--- src/rtl/ternary_serial_adder_ctrl.sv ---
// Digit-serial ternary add/subtract controller: one digit per clock, LSD first,
// with the inter-digit carry held in a register and a start/done handshake.
module ternary_serial_adder_ctrl #(
  parameter int NDIG = 4
) (
  input  logic              clk,
  input  logic              rst,
  input  logic              start,
  input  logic              op,
  input  logic              cin,
  input  logic [2*NDIG-1:0] A,
  input  logic [2*NDIG-1:0] B,
  output logic              busy,
  output logic              done,
  output logic [2*NDIG-1:0] S,
  output logic              Cout,
  output logic              err
);

  localparam int W  = 2 * NDIG;
  localparam int CW = (NDIG > 1) ? $clog2(NDIG) : 1;

  typedef enum logic [1:0] {IDLE, RUN, DONE} state_t;

  state_t          state_q, state_d;
  logic [W-1:0]    a_q, a_d, b_q, b_d, s_q, s_d;
  logic [W-1:0]    b_cmp;
  logic [CW-1:0]   cnt_q, cnt_d;
  logic            carry_q, carry_d, cout_q, cout_d, err_q, err_d;
  logic [1:0]      a_dig, b_dig, sum_dig;
  logic [2:0]      t;
  logic            dig_bad, last;

  // Subtraction uses the digitwise complement (2-d); invalid 11 passes through
  // unchanged so it is still flagged while running.
  generate
    for (genvar gi = 0; gi < NDIG; gi++) begin : g_cmp
      assign b_cmp[2*gi +: 2] = (B[2*gi +: 2] == 2'b11) ? 2'b11 : (2'd2 - B[2*gi +: 2]);
    end
  endgenerate

  assign a_dig   = a_q[2*cnt_q +: 2];
  assign b_dig   = b_q[2*cnt_q +: 2];
  assign t       = {1'b0, a_dig} + {1'b0, b_dig} + {2'b00, carry_q};
  assign sum_dig = (t >= 3'd3) ? 2'(t - 3'd3) : t[1:0];
  assign dig_bad = (&a_dig) | (&b_dig);
  assign last    = (cnt_q == CW'(NDIG - 1));

  always_ff @(posedge clk or posedge rst) begin
    if (rst) begin
      state_q <= IDLE;
      a_q     <= '0;
      b_q     <= '0;
      s_q     <= '0;
      cnt_q   <= '0;
      carry_q <= 1'b0;
      cout_q  <= 1'b0;
      err_q   <= 1'b0;
    end else begin
      state_q <= state_d;
      a_q     <= a_d;
      b_q     <= b_d;
      s_q     <= s_d;
      cnt_q   <= cnt_d;
      carry_q <= carry_d;
      cout_q  <= cout_d;
      err_q   <= err_d;
    end
  end

  always_comb begin
    state_d = state_q;
    case (state_q)
      IDLE:    if (start) state_d = RUN;
      RUN:     if (last) state_d = DONE;
      DONE:    state_d = IDLE;
      default: state_d = IDLE;
    endcase
  end

  always_comb begin
    a_d     = a_q;
    b_d     = b_q;
    s_d     = s_q;
    cnt_d   = cnt_q;
    carry_d = carry_q;
    cout_d  = cout_q;
    err_d   = err_q;
    case (state_q)
      IDLE: begin
        if (start) begin
          a_d     = A;
          b_d     = op ? b_cmp : B;
          carry_d = op ? 1'b1 : cin;
          cnt_d   = '0;
          s_d     = '0;
          err_d   = 1'b0;
        end
      end
      RUN: begin
        s_d[2*cnt_q +: 2] = sum_dig;
        carry_d = (t >= 3'd3);
        err_d   = err_q | dig_bad;
        if (last) begin
          // An invalid digit anywhere squashes the whole result on the way into DONE.
          if (err_q | dig_bad) begin
            s_d    = '0;
            cout_d = 1'b0;
          end else begin
            cout_d = (t >= 3'd3);
          end
        end else begin
          cnt_d = cnt_q + 1'b1;
        end
      end
      default: ;
    endcase
  end

  always_comb begin
    busy = (state_q == RUN);
    done = (state_q == DONE);
  end

  assign S    = s_q;
  assign Cout = cout_q;
  assign err  = err_q;

endmodule

--- config.mk ---
export PLATFORM = sky130hd
export DESIGN_NAME = ternary_serial_adder_ctrl
export DESIGN_NICKNAME = d
export VERILOG_FILES = /design/src/rtl/ternary_serial_adder_ctrl.sv
export SDC_FILE = /design/constraint.sdc
export NUM_CORES = 1
export LEC_CHECK = 0
export ABC_AREA = 1
export BUFFER_PORTS_ARGS = -buffer_cell sky130_fd_sc_hd__buf_2
export CAP_MARGIN = 10
export CORE_AREA = 2 2 76 78
export DETAILED_ROUTE_END_ITERATION = 10
export DIE_AREA = 0 0 78 80
export PLACE_DENSITY_LB_ADDON = 0.3
export SETUP_SLACK_MARGIN = 0.1
export SYNTH_ARGS = -nofsm -noshare
export SYNTH_HDL_FRONTEND = slang
export SYNTH_SLANG_ARGS = --single-unit
--- constraint.sdc ---
create_clock -name clk -period 5.55 [get_ports clk]
set_input_delay 0.555 -clock clk [delete_from_list [all_inputs] [get_ports clk]]
set_output_delay 0.555 -clock clk [all_outputs]
set_load 0.1 [all_outputs]
==> flow_summary.rst, run 1 <==
.. list-table::
   :header-rows: 1

   * - Metric
     - Value
   * - Sum of buffers and inverters on the critical path
     - 1
   * - Site Rows
     - 27
   * - Number of buffers created by CTS
     - 5
   * - Depth of the worst register-to-register path
     - 16
   * - Via density per instance
     - 4.501
   * - Number of antenna violations at the first check in global routing
     - 0
   * - Vias in the first global route
     - 1465
   * - Post-synthesis area per instance
     - 7.789 um^2
   * - Critical path startpoint category
     - register
   * - Maximum clock path buffer count
     - 2
   * - Die Height
     - 80 um
   * - Crit-path max cell delay
     - 0.58 ns
   * - Headroom to the max-slew limit
     - 62.84%
   * - Instance count on the critical path
     - 16
   * - Commonest non-fill, non-tap cell in the layout
     - sky130_fd_sc_hd__nand2_1
   * - Number of iterations in the first detailed-routing pass
     - 4
   * - CP Data Arrival Time
     - 3.45 ns
   * - Type of destination of the critical path
     - register
   * - Area growth syn-to-layout
     - 18.11%
   * - Total track usage
     - 14.04%
   * - Clock tree from TritonCTS
     - built
   * - Max Transition Viols Final
     - 0
   * - Total grt overflow
     - 0
   * - Total clock sinks
     - 31
   * - Count of unresolved DRC violations after routing
     - 0
   * - Critical setup path kind
     - register to register
   * - Max-cap violation count
     - 0
   * - Initial detailed-routing violation count
     - 71
   * - Post-synthesis sequential element count
     - 31
   * - Highest clock frequency the design can meet
     - 309.6 MHz
   * - Cell chain of the critical path
     - inv_2 > nand2_1 > nand3_1 > nand2_2 > fa_1 > fa_1 > ha_1 > nor2_1 > nand2_1 > nand2_1 > nand4_1 > nor2_1 > nor2_1 > nor2_1 > nand2_1 > nand2_1
   * - Antenna fix cells
     - 0
   * - Post-synthesis cell count
     - 235
   * - I/O pin count
     - 33
   * - Gp weighted congestion
     - 0.8254
   * - Area of the mapped netlist
     - 0.001831 mm^2
   * - Drt wl/cell
     - 11.17 um
   * - Clock latency at the later pin of the worst-skew pair
     - 0.29 ns
   * - Tmin final
     - 3.230 ns
   * - Starting density of the core
     - 33.87%
   * - Die outline area
     - 0.006240 mm^2
   * - Type of the tightest min-delay check
     - input pin to async pin
   * - Post-synth cell types
     - 24
   * - Drt total wl
     - 3.808 mm
   * - Vias
     - 1535
   * - Final hold violations
     - 0
   * - Final-stage net count
     - 301
   * - Sequential element share of the synthesized area
     - 42.38%
   * - Wire length of the first global-routing pass
     - 6.817 mm
   * - CP delay by family, top
     - simple AND/OR/NAND/NOR gates
   * - CTS Hold Buffers Added
     - 0
   * - Root buffer selected by CTS
     - sky130_fd_sc_hd__clkbuf_8
   * - Required time reported for the critical path endpoint
     - 5.77 ns
   * - Run status
     - finished, final reports clean
   * - Accumulated negative setup slack
     - 0 ns
   * - Fraction of final layout cells with drive strength greater than 1
     - 19.33%
   * - Cell type with the highest occurrence count on the critical path
     - sky130_fd_sc_hd__nand2_1
   * - H-tree levels
     - 2
   * - Worst Max-Slew Pin Slew
     - 0.5568 ns
   * - Count of nets left with antenna violations after detail routing
     - 0
   * - Setup-violating endpoint count in the final report
     - 0
   * - Post-detail-place hpwl
     - 2.847 mm
   * - Setup repair after global routing missed its margin
     - false
   * - Pin count of the biggest net entering global routing
     - 32
   * - Worst-path maximum fanout
     - 17
   * - IO Port Bufs
     - 32
   * - Core outline area
     - 0.005405 mm^2
   * - Clock-pin slew reported for the worst setup and hold paths after clock tree synthesis
     - 0.07 ns
   * - Post-CTS resize count
     - 0
   * - Critical-path top delay cell
     - sky130_fd_sc_hd__dfrtp_1
   * - Final-layout fill cell count
     - 581
   * - Total of warnings raised by yosys
     - 0
   * - Worst-case clock skew
     - 0.005940 ns
   * - Mapped Nets
     - 268
   * - Post-CTS setup buffer count
     - 0
   * - Commonest non-fill, non-tap cells in the layout
     - sky130_fd_sc_hd__nand2_1 (73), sky130_fd_sc_hd__inv_1 (33), sky130_fd_sc_hd__buf_2 (32)
   * - Share of the clock period used by the worst path
     - 58.19%
   * - Width of the chip
     - 78 um
==> per-layer routing <==
| layer | vias to the layer above | part of all wire (%) | GRT usage [%] |
|---|---|---|---|
| met5 | - | 0 | 0 |
| met4 | 0 | 1.9 | 6.140 |
| met3 | 5 | 3.5 | 3.620 |
| met2 | 25 | 43 | 22.07 |
| met1 | 688 | 51 | 18.27 |
| li1 | 817 | - | - |
==> synth_stat cells <==
master	number	area, um^2
sky130_fd_sc_hd__nand2_1	73	274.0
sky130_fd_sc_hd__inv_1	33	123.9
sky130_fd_sc_hd__dfrtp_1	31	775.7
sky130_fd_sc_hd__o21ai_0	24	120.1
sky130_fd_sc_hd__nand3_1	12	60.06
sky130_fd_sc_hd__ha_1	10	125.1
sky130_fd_sc_hd__nor2_1	9	33.78
sky130_fd_sc_hd__a21oi_1	8	40.04
sky130_fd_sc_hd__nand2_2	6	37.54
sky130_fd_sc_hd__nand4_1	4	25.02
sky130_fd_sc_hd__clkbuf_1	3	11.26
sky130_fd_sc_hd__nor3_1	3	15.01
sky130_fd_sc_hd__o211ai_1	3	22.52
sky130_fd_sc_hd__buf_2	2	10.01
sky130_fd_sc_hd__buf_6	2	22.52
sky130_fd_sc_hd__fa_1	2	40.04
sky130_fd_sc_hd__nand2_4	2	22.52
sky130_fd_sc_hd__o22ai_1	2	12.51
sky130_fd_sc_hd__a22oi_1	1	7.510
sky130_fd_sc_hd__inv_2	1	3.750
sky130_fd_sc_hd__nand3_2	1	10.01
sky130_fd_sc_hd__nand4_4	1	21.27
sky130_fd_sc_hd__o31ai_1	1	7.510
sky130_fd_sc_hd__xor2_1	1	8.760
==> metrics by stage <==
step / util [%] / setup WS, ns / hold WS (ns) / instances / area, um^2
3_3_place_gp: 37.82 / 2.422 / 0.4710 / 333 / 2044
5_1_grt: 40.00 / 1.971 / 0.4073 / 341 / 2162
6_report: 40.00 / 2.320 / 0.3278 / 341 / 2162
2_1_floorplan: - / 2.817 / 0.4530 / 235 / 1831
3_5_place_dp: 37.82 / 2.345 / 0.4769 / 333 / 2044
4_1_cts: 40.00 / 2.327 / 0.3407 / 341 / 2162
==> final cells by class <==
cell class                      instances  area [um^2]  share of cell area (%)
Clock buffer                            6        82.58                   3.819
Clock inverter                          2        35.03                   1.620
Inverter                               34        127.6                   5.903
Multi-Input combinational cell        163        883.3                   40.86
Sequential cell                        31        775.7                   35.88
Tap cell                               72        90.09                   4.167
Timing Repair Buffer                   33        167.7                   7.755
==> path summary, 6_finish.rpt <==
path,startpoint,end,slack [ns]
max,cnt_q[0],S[3],2.32
min reg2reg,b_q[4],b_q[4],0.49
min in group clk,A[0],a_q[0],0.47
min,rst,a_q[2],0.33
max in group asynchronous,rst,Cout,4.92
max reg2reg,cnt_q[0],S[3],2.32
==> flip-flops by register name (all words and copies together) (netlist names) <==
name and cells:
cnt_q 2, carry_q 1, err 1, b_q 8, a_q 8, Cout 1, S 8, state_q 2
==> cells by family after synthesis <==
logic type                 after synthesis  synth area share, %
xor gates and xnor gates                 1               0.4786
DFF                                     31                42.38
buffers and inverters                   41                9.364
AOI/OAI and AO/OA                       39                11.48
adders and majority gates               12                9.023
and+or+nand+nor                        111                27.27
==> tightest hold or removal path: stages <==
cell and delay, ns:
sky130_fd_sc_hd__buf_2 0.09, sky130_fd_sc_hd__inv_1 0.04, sky130_fd_sc_hd__buf_4 0.35
Power of run 1 is left out: the tool's default activity adds up to more than one toggle a clock period on the data nets, which glitch-free logic cannot reach.
==> run 2: changes to the inputs <==
==> constraint.sdc (replaced) <==
create_clock -name clk -period 3.2 [get_ports clk]
set_input_delay 0.32 -clock clk [delete_from_list [all_inputs] [get_ports clk]]
set_output_delay 0.32 -clock clk [all_outputs]
set_load 0.1 [all_outputs]
==> flow_summary.rst, run 2 (synthesized netlist as in run 1, its figures left out) <==
.. list-table::
   :header-rows: 1

   * - Metric
     - Value
   * - Run status
     - finished, final reports clean (unchanged)
   * - Setup repair after global routing missed its margin
     - false (unchanged)
   * - Clock tree from TritonCTS
     - built (unchanged)
   * - Number of iterations in the first detailed-routing pass
     - 4 (unchanged)
   * - Commonest non-fill, non-tap cell in the layout
     - sky130_fd_sc_hd__nand2_1 (unchanged)
   * - Number of antenna violations at the first check in global routing
     - 0 (unchanged)
   * - Highest clock frequency the design can meet
     - 358.1 MHz (was 309.6 MHz)
   * - Post-detail-place hpwl
     - 2.909 mm (was 2.847 mm)
   * - Headroom to the max-slew limit
     - 63.65% (was 62.84%)
   * - Worst Max-Slew Pin Slew
     - 0.5446 ns (was 0.5568 ns)
   * - Core outline area
     - 0.005405 mm^2 (unchanged)
   * - Root buffer selected by CTS
     - sky130_fd_sc_hd__clkbuf_8 (unchanged)
   * - Critical path startpoint category
     - register (unchanged)
   * - Starting density of the core
     - 33.87% (unchanged)
   * - Initial detailed-routing violation count
     - 69 (was 71)
   * - Max Transition Viols Final
     - 0 (unchanged)
   * - Hold_ws
     - 0.08485 ns (was 0.3278 ns)
   * - Gp weighted congestion
     - 0.8617 (was 0.8254)
   * - Total grt overflow
     - 0 (unchanged)
   * - Start of the worst register-to-register path
     - cnt_q[0] (unchanged)
   * - Accumulated negative setup slack
     - 0 ns (unchanged)
   * - CTS Hold Buffers Added
     - 0 (unchanged)
   * - Worst-path maximum fanout
     - 13 (was 17)
   * - Total track usage
     - 13.61% (was 14.04%)
   * - Die Height
     - 80 um (unchanged)
   * - Clock-pin slew reported for the worst setup and hold paths after clock tree synthesis
     - 0.07 ns (about the same)
   * - IO Port Bufs
     - 32 (unchanged)
   * - Number of buffers created by CTS
     - 5 (unchanged)
   * - Depth of the worst register-to-register path
     - 16 (unchanged)
   * - Multi-input combinational cell area
     - 890.9 um^2 (was 883.3 um^2)
   * - Count of nets left with antenna violations after detail routing
     - 0 (unchanged)
   * - Drt wl/cell
     - 11.21 um (was 11.17 um)
   * - Clock latency at the later pin of the worst-skew pair
     - 0.29 ns (about the same)
   * - CP startpoint
     - cnt_q[0] (unchanged)
   * - Type of the tightest min-delay check
     - input pin to async pin (unchanged)
   * - Type of destination of the critical path
     - register (unchanged)
   * - Required time reported for the critical path endpoint
     - 3.43 ns (was 5.77 ns)
   * - Final-layout fill cell count
     - 574 (was 581)
   * - Final Worst Setup Slack
     - 0.4073 ns (was 2.320 ns)
   * - H-tree levels
     - 2 (unchanged)
   * - Maximum clock path buffer count
     - 2 (unchanged)
   * - Via density per instance
     - 4.520 (was 4.501)
   * - Fraction of final layout cells with drive strength greater than 1
     - 20.59% (was 19.33%)
   * - Vias in the first global route
     - 1455 (was 1465)
   * - I/O pin count
     - 33 (unchanged)
   * - Width of the chip
     - 78 um (unchanged)
   * - Max-cap violation count
     - 0 (unchanged)
   * - Worst-case clock skew
     - 0.007904 ns (was 0.005940 ns)
   * - Antenna fix cells
     - 0 (unchanged)
   * - Drt total wl
     - 3.856 mm (was 3.808 mm)
   * - Final-stage net count
     - 304 (was 301)
   * - Wire length of the first global-routing pass
     - 6.610 mm (was 6.817 mm)
   * - Sequential cell area
     - 777.0 um^2 (was 775.7 um^2)
   * - Final hold violations
     - 0 (unchanged)
   * - Setup-violating endpoint count in the final report
     - 0 (unchanged)
   * - CP Data Arrival Time
     - 3.02 ns (was 3.45 ns)
   * - Site Rows
     - 27 (unchanged)
   * - Tmin final
     - 2.793 ns (was 3.230 ns)
   * - Share of the clock period used by the worst path
     - 87.27% (was 58.19%)
   * - Total clock sinks
     - 31 (unchanged)
   * - Critical setup path kind
     - register to register (unchanged)
   * - Post-placement setup slack
     - 0.1889 ns (was 2.345 ns)
   * - Finished Core Util
     - 40.90% (was 40.00%)
   * - Area growth syn-to-layout
     - 20.78% (was 18.11%)
   * - Count of unresolved DRC violations after routing
     - 0 (unchanged)
   * - Pin count of the biggest net entering global routing
     - 32 (unchanged)
   * - Commonest non-fill, non-tap cells in the layout
     - sky130_fd_sc_hd__nand2_1 (73), sky130_fd_sc_hd__inv_1 (33), sky130_fd_sc_hd__buf_2 (32) (unchanged)
   * - Die outline area
     - 0.006240 mm^2 (unchanged)
   * - Vias
     - 1555 (was 1535)
==> run 2: layout make-up <==
| type | instances | area share (%) |
|---|---|---|
| clock buffers | 6 | 3.282 |
| clock inverters | 2 | 2.716 |
| inverters | 34 | 5.999 |
| multi-input cells | 163 | 40.29 |
| flip-flops and latches | 31 | 35.14 |
| well taps | 72 | 4.075 |
| repair buffers | 36 | 8.489 |
==> run 2: critical path, stage by stage (launching register included) <==
cell and delay (ns):
sky130_fd_sc_hd__dfrtp_2 0.46, sky130_fd_sc_hd__inv_6 0.13, sky130_fd_sc_hd__nand2_1 0.06, sky130_fd_sc_hd__nand3_1 0.08
sky130_fd_sc_hd__nand2_2 0.08, sky130_fd_sc_hd__fa_1 0.41, sky130_fd_sc_hd__fa_1 0.48, sky130_fd_sc_hd__ha_1 0.25
sky130_fd_sc_hd__nor2_4 0.11, sky130_fd_sc_hd__nand2_1 0.09, sky130_fd_sc_hd__nand2_1 0.11, sky130_fd_sc_hd__nand4_1 0.12
sky130_fd_sc_hd__nor2_1 0.12, sky130_fd_sc_hd__nor2_1 0.05, sky130_fd_sc_hd__nor2_1 0.07, sky130_fd_sc_hd__nand2_1 0.05
sky130_fd_sc_hd__nand2_1 0.06
==> run 2: metrics by stage <==
stage | std cells | cell area [um^2]
after global routing | 344 | 2211
after global placement | 335 | 2059
after floorplan | 235 | 1831
after detailed placement | 335 | 2059
final | 344 | 2211
after CTS | 343 | 2192
==> run 2: per-layer routing <==
layer / track usage [%] / vias up / wire length [um]
li1: - / 817 / -
met2: 21.64 / 37 / 1757
met1: 17.47 / 696 / 1808
met4: 6.316 / 0 / 78
met3: 3.281 / 5 / 211
met5: 0 / - / 0
==> run 2: worst paths after layout <==
check / slack [ns] / end
worst max-delay path: 0.41 / S[3]
max in group asynchronous: 2.81 / cnt_q[0]
worst max register to register: 0.41 / S[3]
worst min register to register: 0.49 / b_q[0]
min in group clk: 0.23 / a_q[7]
worst min-delay path: 0.08 / a_q[2]
==> run 2: repair_timing <==
item / CTS / global route
endpoints found under the hold margin: 0 / 0
gates resized for setup: 0 / 6
endpoints found under the setup margin: 0 / 8
buffers inserted: 0 / 1
Power of run 2 is left out for the same reason.
==> run 3: changes to the inputs <==
--- a/config.mk
+++ b/config.mk
@@ -8,11 +8,12 @@
 export ABC_AREA = 1
 export BUFFER_PORTS_ARGS = -buffer_cell sky130_fd_sc_hd__buf_2
 export CAP_MARGIN = 10
-export CORE_AREA = 2 2 76 78
+export CORE_AREA = 2 2 87 68
 export DETAILED_ROUTE_END_ITERATION = 10
-export DIE_AREA = 0 0 78 80
+export DIE_AREA = 0 0 89 70
 export PLACE_DENSITY_LB_ADDON = 0.3
 export SETUP_SLACK_MARGIN = 0.1
+export SKIP_CTS_REPAIR_TIMING = 1
 export SYNTH_ARGS = -nofsm -noshare
 export SYNTH_HDL_FRONTEND = slang
 export SYNTH_SLANG_ARGS = --single-unit
==> flow_summary.rst, run 3 (synthesized netlist as in run 1, its figures left out) <==
.. list-table::
   :header-rows: 1

   * - Metric
     - Value
   * - Area growth syn-to-layout
     - 19.48% (was 20.78%)
   * - DP Cell Count
     - 342 (was 335)
   * - Run status
     - finished, final reports clean (unchanged)
   * - Fraction of final layout cells with drive strength greater than 1
     - 21.09% (was 20.59%)
   * - Drt wl/cell
     - 10.88 um (was 11.21 um)
   * - Max Transition Viols Final
     - 0 (unchanged)
   * - Total track usage
     - 13.99% (was 13.61%)
   * - Post-placement setup slack
     - 0.1398 ns (was 0.1889 ns)
   * - Instance count on the critical path
     - 16 (unchanged)
   * - Gp weighted congestion
     - 0.7798 (was 0.8617)
   * - Clock latency at the later pin of the worst-skew pair
     - 0.28 ns (was 0.29 ns)
   * - Drt total wl
     - 3.840 mm (was 3.856 mm)
   * - Count of nets left with antenna violations after detail routing
     - 0 (unchanged)
   * - Setup-violating endpoint count in the final report
     - 0 (unchanged)
   * - Setup repair after global routing missed its margin
     - false (unchanged)
   * - Number of non-filler instances in the completed layout
     - 353 (was 344)
   * - Antenna fix cells
     - 0 (unchanged)
   * - Hold_ws
     - 0.1088 ns (was 0.08485 ns)
   * - Critical path startpoint category
     - register (unchanged)
   * - Worst Max-Slew Pin Slew
     - 0.5429 ns (was 0.5446 ns)
   * - CP Data Arrival Time
     - 3.07 ns (was 3.02 ns)
   * - Site Rows
     - 24 (was 27)
   * - Number of antenna violations at the first check in global routing
     - 0 (unchanged)
   * - Via density per instance
     - 4.394 (was 4.520)
   * - Initial detailed-routing violation count
     - 63 (was 69)
   * - IO Port Bufs
     - 32 (unchanged)
   * - Type of the tightest min-delay check
     - input pin to async pin (unchanged)
   * - Type of destination of the critical path
     - register (unchanged)
   * - Number of iterations in the first detailed-routing pass
     - 4 (unchanged)
   * - Number of buffers created by CTS
     - 5 (unchanged)
   * - Core outline area
     - 0.005525 mm^2 (was 0.005405 mm^2)
   * - Wire length of the first global-routing pass
     - 6.858 mm (was 6.610 mm)
   * - Commonest non-fill, non-tap cell in the layout
     - sky130_fd_sc_hd__nand2_1 (unchanged)
   * - H-tree levels
     - 2 (unchanged)
   * - Root buffer selected by CTS
     - sky130_fd_sc_hd__clkbuf_8 (unchanged)
   * - Headroom to the max-slew limit
     - 63.77% (was 63.65%)
   * - Count of unresolved DRC violations after routing
     - 0 (unchanged)
   * - Post-detail-place hpwl
     - 2.919 mm (was 2.909 mm)
   * - Worst-path maximum fanout
     - 13 (unchanged)
   * - Share of the clock period used by the worst path
     - 89.01% (was 87.27%)
   * - Accumulated negative setup slack
     - 0 ns (unchanged)
   * - Register-to-register setup slack
     - 0.35 ns (was 0.41 ns)
   * - Die Height
     - 70 um (was 80 um)
   * - Final hold violations
     - 0 (unchanged)
   * - Crit-path max cell delay
     - 0.49 ns (was 0.48 ns)
   * - Commonest non-fill, non-tap cells in the layout
     - sky130_fd_sc_hd__nand2_1 (73), sky130_fd_sc_hd__inv_1 (33), sky130_fd_sc_hd__buf_2 (32) (unchanged)
   * - Starting density of the core
     - 33.13% (was 33.87%)
   * - Cell type with the highest occurrence count on the critical path
     - sky130_fd_sc_hd__nand2_1 (unchanged)
   * - Worst-case clock skew
     - 0.005254 ns (was 0.007904 ns)
   * - CP delay by family, top
     - adder cells (unchanged)
   * - Final-stage net count
     - 307 (was 304)
   * - Clock-pin slew reported for the worst setup and hold paths after clock tree synthesis
     - 0.07 ns (about the same)
   * - Tmin final
     - 2.848 ns (was 2.793 ns)
   * - Total clock sinks
     - 31 (unchanged)
   * - Total grt overflow
     - 0 (unchanged)
   * - Required time reported for the critical path endpoint
     - 3.42 ns (was 3.43 ns)
   * - I/O pin count
     - 33 (unchanged)
   * - Highest clock frequency the design can meet
     - 351.1 MHz (was 358.1 MHz)
   * - Final Worst Setup Slack
     - 0.3516 ns (was 0.4073 ns)
   * - Maximum clock path buffer count
     - 2 (unchanged)
   * - Sum of buffers and inverters on the critical path
     - 1 (unchanged)
   * - Pin count of the biggest net entering global routing
     - 32 (unchanged)
   * - Critical setup path kind
     - register to register (unchanged)
   * - Die outline area
     - 0.006230 mm^2 (was 0.006240 mm^2)
   * - Cell chain of the critical path
     - inv_6 > nand2_1 > nand3_1 > nand2_2 > fa_1 > fa_1 > ha_1 > nor2_2 > nand2_1 > nand2_1 > nand4_1 > nor2_1 > nor2_1 > nor2_1 > nand2_1 > nand2_1 (was inv_6 > nand2_1 > nand3_1 > nand2_2 > fa_1 > fa_1 > ha_1 > nor2_4 > nand2_1 > nand2_1 > nand4_1 > nor2_1 > nor2_1 > nor2_1 > nand2_1 > nand2_1)
   * - Depth of the worst register-to-register path
     - 16 (unchanged)
   * - Critical-path top delay cell
     - sky130_fd_sc_hd__fa_1 (unchanged)
   * - Width of the chip
     - 89 um (was 78 um)
   * - Vias in the first global route
     - 1568 (was 1455)
   * - Clock tree from TritonCTS
     - built (unchanged)
   * - Max-cap violation count
     - 0 (unchanged)
   * - Vias
     - 1551 (was 1555)
-- run 3: layer usage --
layer	up-vias	track usage, %	share of wire (%)
met4	0	4.146	0.60
met5	-	0	0
met1	688	20.79	55
met2	31	19.73	40
met3	3	3.901	4.2
li1	829	-	-
-- run 3: path summary, 6_finish.rpt --
kind,start,to
worst max register to register,cnt_q[0],S[3]
worst min register to register,b_q[7],b_q[7]
worst min-delay path,rst,S[3]
worst max-delay path,cnt_q[0],S[3]
max in group asynchronous,rst,cnt_q[0]
min in group clk,A[6],a_q[6]
-- run 3: area by class of cell --
type / instances / area, um^2
Tap cell: 78 / 97.59
Inverter: 34 / 132.6
Fill cell: 617 / 3338
Timing Repair Buffer: 39 / 212.7
Multi-Input combinational cell: 163 / 885.9
Clock buffer: 7 / 76.32
Sequential cell: 31 / 777.0
Clock inverter: 1 / 5.005
-- run 3: tightest hold or removal path, delay by kind of cell --
kind,cells,cell delay [ns]
buf+inv,3,0.48
-- run 3: through the flow --
| stage | area [um^2] | utilization [%] |
|---|---|---|
| after detailed placement | 2074 | 37.55 |
| after floorplan | 1831 | - |
| after global routing | 2187 | 39.58 |
| final | 2187 | 39.58 |
| after global placement | 2074 | 37.55 |
| after CTS | 2156 | 39.02 |
Power of run 3 is left out for the same reason.
